<file path="config.mk">
export PLATFORM = sky130hd
export DESIGN_NAME = gpio_debounce_flat
export DESIGN_NICKNAME = d
export VERILOG_FILES = /design/src/rtl/gpio_debounce_if.sv /design/src/rtl/gpio_debounce.sv /design/src/flat_wrapper.sv
export SDC_FILE = /design/constraint.sdc
export NUM_CORES = 1
export LEC_CHECK = 0
export ABC_AREA = 1
export CAP_MARGIN = 20
export CORE_UTILIZATION = 60
export CTS_BUF_LIST = sky130_fd_sc_hd__clkbuf_2 sky130_fd_sc_hd__clkbuf_4 sky130_fd_sc_hd__clkbuf_8
export CTS_CLUSTER_SIZE = 30
export DETAILED_ROUTE_END_ITERATION = 10
export DONT_BUFFER_PORTS = 1
export GPL_TIMING_DRIVEN = 0
export PLACE_DENSITY = 0.78
export SLEW_MARGIN = 20
export SYNTH_ARGS = -nofsm -noshare
export SYNTH_HDL_FRONTEND = slang
export SYNTH_SLANG_ARGS = --single-unit
</file>
<file path="constraint.sdc">
create_clock -name clk -period 1.3 [get_ports clk]
set_input_delay 0.065 -clock clk [delete_from_list [all_inputs] [get_ports clk]]
set_output_delay 0.065 -clock clk [all_outputs]
set_load 0.05 [all_outputs]
</file>
<file path="src/rtl/gpio_debounce_if.sv">
// Bus port bundle for gpio_debounce.
//   mem_valid  request valid (master -> slave)
//   mem_addr   byte address
//   mem_wdata  write data
//   mem_wstrb  byte write strobes, all zero = read
//   dbn_ready  request done (slave -> master)
//   dbn_sel    slave decodes the current request
//   dbn_rdata  read data
interface gpio_debounce_if;
   logic        mem_valid;
   logic [31:0] mem_addr;
   logic [31:0] mem_wdata;
   logic [3:0]  mem_wstrb;
   logic        dbn_ready;
   logic        dbn_sel;
   logic [31:0] dbn_rdata;

   modport master (
      output mem_valid, mem_addr, mem_wdata, mem_wstrb,
      input  dbn_ready, dbn_sel, dbn_rdata
   );

   modport slave (
      input  mem_valid, mem_addr, mem_wdata, mem_wstrb,
      output dbn_ready, dbn_sel, dbn_rdata
   );
endinterface

</file>
<file path="src/rtl/gpio_debounce.sv">
// 8-pin input debouncer with edge-status registers and a level interrupt.
//   clk         single clock, rising edge
//   resetn      asynchronous active-low reset
//   bus         register bus (slave side): STATE @ADDR, EDGE @ADDR+4 (W1C),
//               MASK @ADDR+8
//   pin_raw     asynchronous external pins
//   pin_stable  debounced pin state
//   edge_irq    |(EDGE & MASK), combinational from registered state
//
// Every pin is double-synchronized, then a per-pin counter must see
// DEBOUNCE_CYCLES consecutive mismatching samples before the new level is
// accepted. A held change therefore shows up DEBOUNCE_CYCLES+2 edges after
// the first sampling edge (two synchronizer stages plus the count).
module gpio_debounce #(
   parameter logic [31:0] ADDR            = 32'hffff_ffff,
   parameter int          DEBOUNCE_CYCLES = 16
) (
   input  logic              clk,
   input  logic              resetn,
   gpio_debounce_if.slave    bus,
   input  logic [7:0]        pin_raw,
   output logic [7:0]        pin_stable,
   output logic              edge_irq
);

   localparam int              CW      = $clog2(DEBOUNCE_CYCLES);
   localparam logic [CW-1:0]   CNT_MAX = CW'(DEBOUNCE_CYCLES - 1);
   // Register offsets wrap modulo 2^32, matching the bus address width.
   localparam logic [31:0]     A_STATE = ADDR;
   localparam logic [31:0]     A_EDGE  = ADDR + 32'd4;
   localparam logic [31:0]     A_MASK  = ADDR + 32'd8;

   logic [7:0]    r_sync1;
   logic [7:0]    r_sync2;
   logic [7:0]    r_stable;
   logic [CW-1:0] r_cnt [8];
   logic [7:0]    r_edge;
   logic [7:0]    r_mask;

   logic          w_hit_state;
   logic          w_hit_edge;
   logic          w_hit_mask;
   logic          w_we;
   logic [7:0]    w_commit;
   logic [7:0]    w_edge_clr;
   logic          w_unused_bits;

   // ---------------- bus decode ----------------
   assign w_hit_state   = (bus.mem_addr == A_STATE);
   assign w_hit_edge    = (bus.mem_addr == A_EDGE);
   assign w_hit_mask    = (bus.mem_addr == A_MASK);

   assign bus.dbn_sel   = bus.mem_valid & (w_hit_state | w_hit_edge | w_hit_mask);
   assign bus.dbn_ready = 1'b1;

   // Only the low byte lane carries register bits.
   assign w_we          = bus.dbn_sel & bus.mem_wstrb[0];
   assign w_edge_clr    = (w_we && w_hit_edge) ? bus.mem_wdata[7:0] : 8'h00;
   assign w_unused_bits = ^{bus.mem_wdata[31:8], bus.mem_wstrb[3:1]};

   always_comb begin
      bus.dbn_rdata = 32'h0;
      if (bus.dbn_sel) begin
         if (w_hit_state)     bus.dbn_rdata = {24'h0, r_stable};
         else if (w_hit_edge) bus.dbn_rdata = {24'h0, r_edge};
         else                 bus.dbn_rdata = {24'h0, r_mask};
      end
   end

   // ---------------- debounce ----------------
   // A pin commits when it still disagrees with stable and its counter
   // already holds the terminal value; counter cannot pass CNT_MAX.
   always_comb begin
      w_commit = 8'h00;
      for (int i = 0; i < 8; i++) begin
         w_commit[i] = (r_sync2[i] != r_stable[i]) && (r_cnt[i] == CNT_MAX);
      end
   end

   always_ff @(posedge clk or negedge resetn) begin
      if (!resetn) begin
         r_sync1 <= 8'h00;
         r_sync2 <= 8'h00;
      end else begin
         r_sync1 <= pin_raw;
         r_sync2 <= r_sync1;
      end
   end

   always_ff @(posedge clk or negedge resetn) begin
      if (!resetn) begin
         for (int i = 0; i < 8; i++) r_cnt[i] <= '0;
      end else begin
         for (int i = 0; i < 8; i++) begin
            if (r_sync2[i] == r_stable[i])  r_cnt[i] <= '0;
            else if (r_cnt[i] == CNT_MAX)   r_cnt[i] <= '0;
            else                            r_cnt[i] <= r_cnt[i] + CW'(1);
         end
      end
   end

   always_ff @(posedge clk or negedge resetn) begin
      if (!resetn) begin
         r_stable <= 8'h00;
         r_edge   <= 8'h00;
         r_mask   <= 8'h00;
      end else begin
         r_stable <= r_stable ^ w_commit;
         // Set beats a simultaneous W1C clear.
         r_edge   <= (r_edge & ~w_edge_clr) | w_commit;
         if (w_we && w_hit_mask) r_mask <= bus.mem_wdata[7:0];
      end
   end

   assign pin_stable = r_stable;
   assign edge_irq   = |(r_edge & r_mask);

endmodule

</file>
<file path="src/flat_wrapper.sv">
// flat-port wrapper written by rule: the top's interface ports become plain ports
module gpio_debounce_flat 
#(
   parameter logic [31:0] ADDR            = 32'hffff_ffff,
   parameter int          DEBOUNCE_CYCLES = 16
)
  (clk, resetn, pin_raw, pin_stable, edge_irq, bus_mem_valid, bus_mem_addr, bus_mem_wdata, bus_mem_wstrb, bus_dbn_ready, bus_dbn_sel, bus_dbn_rdata);
  gpio_debounce_if bus_i ();
  input  logic clk;
  input  logic resetn;
  input  logic [7:0] pin_raw;
  output logic [7:0] pin_stable;
  output logic edge_irq;
  input wire logic [$bits(bus_i.mem_valid)-1:0] bus_mem_valid;
  input wire logic [$bits(bus_i.mem_addr)-1:0] bus_mem_addr;
  input wire logic [$bits(bus_i.mem_wdata)-1:0] bus_mem_wdata;
  input wire logic [$bits(bus_i.mem_wstrb)-1:0] bus_mem_wstrb;
  output wire logic [$bits(bus_i.dbn_ready)-1:0] bus_dbn_ready;
  output wire logic [$bits(bus_i.dbn_sel)-1:0] bus_dbn_sel;
  output wire logic [$bits(bus_i.dbn_rdata)-1:0] bus_dbn_rdata;
  assign bus_i.mem_valid = bus_mem_valid;
  assign bus_i.mem_addr = bus_mem_addr;
  assign bus_i.mem_wdata = bus_mem_wdata;
  assign bus_i.mem_wstrb = bus_mem_wstrb;
  assign bus_dbn_ready = bus_i.dbn_ready;
  assign bus_dbn_sel = bus_i.dbn_sel;
  assign bus_dbn_rdata = bus_i.dbn_rdata;
  gpio_debounce #(.ADDR(ADDR), .DEBOUNCE_CYCLES(DEBOUNCE_CYCLES)) u_core (.clk(clk), .resetn(resetn), .bus(bus_i), .pin_raw(pin_raw), .pin_stable(pin_stable), .edge_irq(edge_irq));
endmodule
</file>
Word level (Yosys, flattened, before mapping)
Index checks and enable logic that the tools add are counted.
{"block": "totals", "register_bits": 72, "latchBits": 0, "mem_bits_rw": 0, "rom_bits": 0, "in_bits": 79, "elab_cells": 88, "memories": 0}
{"block": "op_classes", "addsub": 8, "n_mul": 0, "n_div": 0, "magnitude_cmp": 0, "n_eq_ne": 27, "n_shift": 0, "n_mux": 20, "n_bitwise": 9, "n_reduce_logical": 11}
{"operator": "$mux 4", "count": 16}
{"operator": "$add 4x1->4 const B", "count": 8}
{"operator": "$eq 32x2->1 const B", "count": 1}
{"operator": "$eq 32x3->1 const B", "count": 1}
{"operator": "$eq 32x32->1 const B", "count": 1}
{"operator": "$eq 4x4->1 const B", "count": 8}
{"operator": "$mux 8", "count": 4}
{"operator": "$and 8x8->8", "count": 2}
{"operator": "$logic_and 1x1->1", "count": 10}
{"operator": "$eq 1x1->1", "count": 8}
{"operator": "$ne 1x1->1", "count": 8}
{"operator": "$not 8->8", "count": 1}
{"operator": "$or 8x8->8", "count": 1}
{"operator": "$reduce_or 8->1", "count": 1}
{"operator": "$xor 8x8->8", "count": 1}
{"operator": "$and 1x1->1", "count": 2}
{"operator": "$or 1x1->1", "count": 2}

Longest topological paths before layout
Gate-level depths: netlist of the first run.
{"block": "logic_depth", "ltp_word": 10, "ltp_mapped": 11}

Worst setup path after synthesis of the first run
OpenSTA, ideal clock, no wires.
{"block": "synth_timing", "path_kind": "input-to-output", "start": "input bus_mem_addr[5]", "end": "output bus_dbn_rdata[0]", "t_arrival_ns": 1.694, "required_time_ns": 1.235, "path_slack_ns": -0.459, "cell_stages": 11, "path_buffers": 0, "path_cell_list": "inv_1 nand2_1 nor2_2 nand2_1 nor2_1 nand2_2 nand3_2 nand2_1 clkinv_2 o21ai_0 nor2_1"}
{"block": "synth_between", "elab_chain_len": 5, "word_cells_on_any_way": 9, "classes_between": "eq/ne: 3; mux: 3; bitwise: 3"}
{"item": "start, declared", "line_no": "flat_wrapper.sv:15", "source": "input wire logic [$bits(bus_i.mem_addr)-1:0] bus_mem_addr;"}
{"item": "$eq 32x32->1 / $eq 32x2->1 (equally long branches)", "line_no": "gpio_debounce.sv:49, gpio_debounce.sv:50"}
{"item": "$or 1x1->1", "line_no": "gpio_debounce.sv:53", "source": "assign bus.dbn_sel = bus.mem_valid & (w_hit_state | w_hit_edge | w_hit_mask);"}
{"item": "$or 1x1->1 *", "line_no": "gpio_debounce.sv:53"}
{"item": "$and 1x1->1 *", "line_no": "gpio_debounce.sv:53"}
{"item": "named net bus_dbn_sel", "line_no": "flat_wrapper.sv:19", "source": "output wire logic [$bits(bus_i.dbn_sel)-1:0] bus_dbn_sel;"}
{"item": "$mux 8 *", "line_no": "gpio_debounce.sv:63", "source": "if (bus.dbn_sel) begin"}
{"item": "end, declared", "line_no": "flat_wrapper.sv:20", "source": "output wire logic [$bits(bus_i.dbn_rdata)-1:0] bus_dbn_rdata;"}
Mark *: on every way through the listed nets, which the timed path passes. The rest lies on a longest branch.

==> out/summary.txt, run 1 <==
Max-Cap Viols -> 0
Cell internal pwr -> 3.390 mW
Outcome -> finished with violations
Die area -> 0.006371 sq mm
Total CTS buffers -> 9
Clk pwr share -> 37.7%
Fin crit share -> 108.5%
Seq/Total Area, Yosys -> 49.59%
Number of synthesis warnings -> 0
Net Sw Frac -> 25.63%
Post-route cell area -> 0.004619 sq mm
First-pass DRT Iterations -> 4
VDD IR max -> 812.8 uV
Ant diodes -> 0
Fin worst setup slack -> -110.6 ps
Pin count of the biggest net entering global routing -> 73
CTS tree -> yes
Syn avg cell area -> 8.129 sq um
WL final -> 7846 microns
Yosys top cell by area -> dfrtp_1
Ratio of cells with drive above 1 in the final layout -> 24.80%
Clock Skew -> 6.050 ps
Flops & latches, synth -> 72
CTS max path bufs -> 2
Worst-path cell chain -> o21ai_4, nor2_4
Slew Limit Fails -> 0
Clock transition at path regs -> 80 ps
Final antenna-violating net count -> 0
Comb power frac -> 10.1%
Arr. time, crit path -> 1350 ps
Ranking of synthesized cells by area -> dfrtp_1 50%, nand2_1 13%, nor2_1 7.5%
Vias in the first global route -> 2,826
Final hold vios -> 72
Post-CTS Hold Fix Bufs -> 18
Core area -> 0.005675 sq mm
Crit-path slowest cell -> dfrtp_4
Global placement routability congestion -> 0.8012
Via density -> 5.012
Nets -> 594
Htree depth -> 3
Post-synth top cells -> 121 x nand2_1, 73 x nor2_1, 72 x dfrtp_1
Total global routing overflow -> 0
Worst skew pair latency -> 350 ps
P&R area growth vs syn -> 27.13%
Minimum clock period -> 1411 ps
Post-Syn Area -> 0.003633 sq mm
Site Rows -> 27
Initial antenna violation count -> 0
Mapped Cells -> 447
Min-delay worst type -> in2async
Initial Util -> 64.02%
Gr usage total -> 26.03%
I/O Buffers -> 0
Delay-heaviest family, CP -> flip-flops
Failing checks -> hold timing, setup timing
CP bufs+invs -> 0
Count of final setup violators -> 9
FMAX -> 708.9 MHz
Worst path required time -> 1240 ps
Final Power -> 4.559 mW
First-pass GRT wire length -> 12,280 microns
Remaining DRCs -> 0
Critical Path Stages -> 2
Crit Path Max Fanout -> 4
Most frequent cell after synthesis -> nand2_1
Net switching power -> 1.168 mW
Wire per inst -> 13.43 microns
Clk sinks -> 72
CP Launch Type -> flip-flop
Via count -> 2,927
Power density over the cells -> 986.8 mW/mm^2
Cell variety after synth -> 26
Die X -> 79.82 microns
Leakage power -> 2.306 nW
Die height -> 79.82 microns
Post-DP HPWL -> 5076 microns
Worst hold margin -> -598.2 ps
Number of synthesized flops with an enable pin -> 0
Initial DRC count -> 233
Slowest Stage Delay on Critical Path -> 560 ps
WS Path Type -> reg2out
Post-synth ARST share -> 100.0%
Sequential power share -> 52.2%
Unrepaired setup endpoints after global routing -> yes
CTS root buf -> clkbuf_8
Top FF cell, synth -> dfrtp_1
Ports -> 122
Worst slack, placed -> -254.5 ps
Yosys top cell area share -> 49.59%
Critical Path End Type -> output port
Worst reg2reg path depth -> 4
Post-DP Area -> 0.003944 sq mm
## timing repair
item	CTS	global route
cloned	0	1
gates resized for setup	24	45
pin swaps	19	29
buffers inserted	3	4
endpoints found under the setup margin	29	17
hold endpoints to repair	96	72
## worst reg2reg max path, stage by stage, from the launching register on
cell,delay [ps]
dfrtp_2,540
xnor2_1,300
inv_1,100
nand2_1,120
nor2_1,50
## area by class of cell
type	count	area, sq um
Clock inverter	6	60.06
Clock buffer	10	131.4
Timing Repair Buffer	25	232.7
Fill cell	360	1056
Buffer	27	206.4
Tap cell	72	90.09
Multi-Input combinational cell	302	1782
Timing Repair inverter	1	8.758
Inverter	69	289.0
Sequential cell	72	1819
## kinds of logic after synthesis
family / Yosys count / synth area share, %
buffers and inverters: 96 / 12.78
adders and majority gates: 8 / 2.755
other: 2 / 0.2067
xor gates and xnor gates: 16 / 3.857
DFF: 72 / 49.59
AOI/OAI and AO/OA: 36 / 6.267
and+or+nand+nor: 217 / 24.55
## cells in the final DEF, fill, tap and decap left out, types with 2 or more instances in the layout
cell type / netlist / final
nand2_2: 1 / 5
inv_2: 0 / 10
o21bai_1: 8 / 8
nand2_4: 0 / 3
inv_1: 68 / 57
o21ai_4: 0 / 4
dfrtp_2: 0 / 5
dfrtp_4: 0 / 3
nand3_1: 8 / 8
conb_1: 2 / 25
dfrtp_1: 72 / 64
o21ai_2: 0 / 4
dlygate4sd3_1: 0 / 18
clkinv_2: 1 / 3
buf_4: 25 / 33
nor2_1: 73 / 53
xor2_1: 14 / 13
and2_1: 7 / 7
a221oi_4: 0 / 2
ha_1: 8 / 8
o21ai_0: 13 / 6
a211oi_2: 0 / 8
a21oi_1: 2 / 2
clkbuf_8: 0 / 9
nand2_1: 121 / 113
clkinvlp_4: 0 / 3
nor2_2: 2 / 11
nor2_4: 0 / 11
o21ai_1: 3 / 2
## per-layer routing
layer | GRT usage, % | up-vias | part of all wire [%] | routed length [microns]
met5 | 0 | - | 0 | 0
li1 | - | 1423 | - | -
met2 | 44.10 | 123 | 52 | 4045
met1 | 29.29 | 1356 | 36 | 2841
met4 | 14.64 | 0 | 3.1 | 244
met3 | 7.543 | 25 | 9.1 | 715
## path summary, 6_finish.rpt
kind,start,end,slack [ps]
min in group clk,bus_mem_wstrb[0],u_core.r_edge[0]$_DFF_PN0_,20
min,resetn,async pin,-600
max,flip-flop,bus_dbn_rdata[3],-110
max in group asynchronous,resetn,async pin,1780
min reg2reg,u_core.r_sync1[1]$_DFF_PN0_,u_core.r_sync2[1]$_DFF_PN0_,350
max reg2reg,flip-flop,u_core.r_cnt[3]$_DFF_PN0_,100
## through the flow
stage	instances	util (%)	hold WS (ps)	TNS [ps]
after floorplan	470	-	-230.6	0
after global placement	542	69.49	-229.1	-1862
after detailed placement	542	69.49	-229.3	-2553
after CTS	579	77.91	-608.7	-777.0
after global routing	584	81.39	-618.0	-1249
final	584	81.39	-598.2	-769.8
## power by group through the flow
stage               sequential [mW]  combinational (mW)  clock (mW)
floorplan                      2.41               0.364           0
global placement               2.42               0.385           0
detailed placement             2.42               0.396           0
CTS                            2.38               0.444        1.74
global route                   2.39               0.508        1.85
finish                         2.38               0.462        1.72
Power figures use the tool's default switching activity.
==> inputs of run 2 (changes only) <==
--- a/config.mk
+++ b/config.mk
@@ -6,14 +6,14 @@
 export NUM_CORES = 1
 export LEC_CHECK = 0
 export ABC_AREA = 1
+export BUFFER_PORTS_ARGS = -buffer_cell sky130_fd_sc_hd__buf_2
 export CAP_MARGIN = 20
-export CORE_UTILIZATION = 60
+export CORE_UTILIZATION = 52
 export CTS_BUF_LIST = sky130_fd_sc_hd__clkbuf_2 sky130_fd_sc_hd__clkbuf_4 sky130_fd_sc_hd__clkbuf_8
 export CTS_CLUSTER_SIZE = 30
 export DETAILED_ROUTE_END_ITERATION = 10
-export DONT_BUFFER_PORTS = 1
 export GPL_TIMING_DRIVEN = 0
-export PLACE_DENSITY = 0.78
+export PLACE_DENSITY = 0.84
 export SLEW_MARGIN = 20
 export SYNTH_ARGS = -nofsm -noshare
 export SYNTH_HDL_FRONTEND = slang
==> run 2 against run 1 <==
- the run ends with setup timing left
- clock-buffer cell count is the same
- sequential share of layout area shrank 5.8 points
- flip-flop and latch count is the same
- die area grew 15%
- cell area grew 16%
- register-to-register slack lost 80 ps
- non-clock buffer count grew 74
- worst hold slack gained 630 ps
- first-iteration DRC count shrank 13%
- global-route usage grew 0.20 points
- fmax shrank 6.6%
- power grew 11%
==> out/summary.txt, run 2 (synthesized netlist as in run 1, its figures left out) <==
Final antenna-violating net count -> 0 (unchanged)
Most common cell after layout, fill and taps aside -> nand2_1 (unchanged)
Fin crit share -> 116.1% (was 108.5%)
Final std cells w/o fill -> 666 (was 584)
Initial antenna violation count -> 0 (unchanged)
Worst skew pair latency -> 360 ps (was 350 ps)
Crit Path Max Fanout -> 5 (was 4)
FMAX -> 662.4 MHz (was 708.9 MHz)
Leakage power -> 2.797 nW (was 2.306 nW)
Ports -> 122 (unchanged)
Slew Limit Fails -> 0 (unchanged)
Die X -> 85.59 microns (was 79.82 microns)
Site Rows -> 30 (was 27)
WS Path Type -> in2out (was reg2out)
Placed Cells incl. Taps -> 620 (was 542)
Power density over the cells -> 942.0 mW/mm^2 (was 986.8 mW/mm^2)
Clk sinks -> 72 (unchanged)
Die area -> 0.007326 sq mm (was 0.006371 sq mm)
Worst path required time -> 1240 ps (about the same)
Core area -> 0.006756 sq mm (was 0.005675 sq mm)
P&R area growth vs syn -> 47.45% (was 27.13%)
CTS tree -> yes (unchanged)
Sequential power share -> 47.2% (was 52.2%)
Initial DRC count -> 203 (was 233)
Initial Util -> 53.78% (was 64.02%)
CTS max path bufs -> 2 (unchanged)
Htree depth -> 3 (unchanged)
Arr. time, crit path -> 1440 ps (was 1350 ps)
Post-DP HPWL -> 5469 microns (was 5076 microns)
I/O Buffers -> 69 (was 0)
Clk pwr share -> 39.7% (was 37.7%)
Finished Core Util -> 79.30% (was 81.39%)
Max-Cap Viols -> 0 (unchanged)
Global placement routability congestion -> 0.7687 (was 0.8012)
Clock Skew -> 9.804 ps (was 6.050 ps)
Setup TNS -> -1509 ps (was -769.8 ps)
Nets -> 668 (was 594)
Unrepaired setup endpoints after global routing -> yes (unchanged)
WL final -> 10,030 microns (was 7846 microns)
Post-DP Area -> 0.004322 sq mm (was 0.003944 sq mm)
Most frequent cells in the layout -> 109 x nand2_1, 72 x dfrtp_1, 49 x inv_1, 48 x nor2_1, 40 x buf_2 (was 113 x nand2_1, 64 x dfrtp_1, 57 x inv_1, 53 x nor2_1, 33 x buf_4)
Worst hold margin -> 33.73 ps (was -598.2 ps)
VDD IR max -> 973.1 uV (was 812.8 uV)
Pin count of the biggest net entering global routing -> 39 (was 73)
Total global routing overflow -> 0 (unchanged)
Count of final setup violators -> 10 (was 9)
Minimum clock period -> 1510 ps (was 1411 ps)
Wire per inst -> 15.05 microns (was 13.43 microns)
Min-delay worst type -> in2reg (was in2async)
Clock transition at path regs -> 80 ps (about the same)
Final Power -> 5.047 mW (was 4.559 mW)
CTS root buf -> clkbuf_8 (unchanged)
Via count -> 3,358 (was 2,927)
Outcome -> finished with violations (unchanged)
Gr usage total -> 26.23% (was 26.03%)
Comb power frac -> 13.1% (was 10.1%)
First-pass DRT Iterations -> 4 (unchanged)
Total CTS buffers -> 9 (unchanged)
Critical Path End Type -> output port (unchanged)
Cell internal pwr -> 3.707 mW (was 3.390 mW)
Fin worst setup slack -> -209.6 ps (was -110.6 ps)
Worst slack, placed -> -443.4 ps (was -254.5 ps)
Net Sw Frac -> 26.55% (was 25.63%)
Ratio of cells with drive above 1 in the final layout -> 36.07% (was 24.80%)
Final hold vios -> 0 (was 72)
Remaining DRCs -> 0 (unchanged)
First-pass GRT wire length -> 14,500 microns (was 12,280 microns)
CP Launch Type -> input pin (was flip-flop)
Post-route cell area -> 0.005358 sq mm (was 0.004619 sq mm)
Net switching power -> 1.340 mW (was 1.168 mW)
Die height -> 85.59 microns (was 79.82 microns)
Failing checks -> setup timing (was hold timing, setup timing)
Vias in the first global route -> 3,208 (was 2,826)
Via density -> 5.042 (was 5.012)
## run 2: changes by cell type in the layout (fill, tap and decap cells not counted), moves of 8 or more
cell      delta
buf_2       +40
buf_6       +28
a211oi_2     -8
a211oi_4     +8
dfrtp_1      +8
inv_1        -8
inv_2        +8
## run 2: power by group through the flow
stage / combinational (mW) / sequential (mW) / clock, mW
final: 0.663 / 2.38 / 2.00
after global routing: 0.719 / 2.39 / 2.11
after CTS: 0.606 / 2.38 / 1.98
after detailed placement: 0.543 / 2.42 / 0
after global placement: 0.514 / 2.41 / 0
after floorplan: 0.364 / 2.41 / 0
## run 2: worst paths after layout
check                      cells after the start                        start                           end  slack, ps
setup / recovery                              10             bus_mem_addr[26]              bus_dbn_rdata[3]       -210
hold / removal                                 3             bus_mem_wdata[6]  u_core.r_mask[6]$_DFFE_PN0P_         30
setup reg to reg                               6   u_core.r_cnt[28]$_DFF_PN0_    u_core.r_cnt[28]$_DFF_PN0_         20
hold reg to reg                                0  u_core.r_sync1[1]$_DFF_PN0_   u_core.r_sync2[1]$_DFF_PN0_        350
max in group asynchronous                      3                       resetn                     async pin        530
min in group asynchronous                      2                       resetn   u_core.r_sync2[2]$_DFF_PN0_        200
## run 2: area by class of cell
class | count | area [sq um]
multi-input combinational | 302 | 1851
sequential | 72 | 1802
fill | 396 | 1399
timing repair buffer | 99 | 873.3
inverter | 69 | 275.3
buffer | 27 | 219.0
clock buffer | 10 | 137.6
tap | 80 | 100.1
clock inverter | 5 | 81.33
timing repair inverter | 1 | 16.27
antenna | 1 | 2.502
## run 2: what timing repair did
action / in CTS / in global routing
gates resized for setup: 74 / 62
setup buffers: 11 / 3
cloned: 1 / 1
hold endpoints to repair: 48 / 0
hold buffers: 15 / 0
endpoints found under the setup margin: 12 / 25
pin swaps: 7 / 30
## run 2: layer usage
metal / track usage (%) / share of wire, %
met1: 29.49 / 37
met2: 46.55 / 53
met3: 7.026 / 7.2
met4: 12.12 / 3.0
met5: 0 / 0
## run 2: critical path, cell delays in order
cell      delay (ps)
buf_2            100
nor2_1           110
and2_4           170
nand2_4           50
nor2_4           120
nand2_4          120
buf_12           170
a211oi_4         300
nor2_4            80
buf_8            150
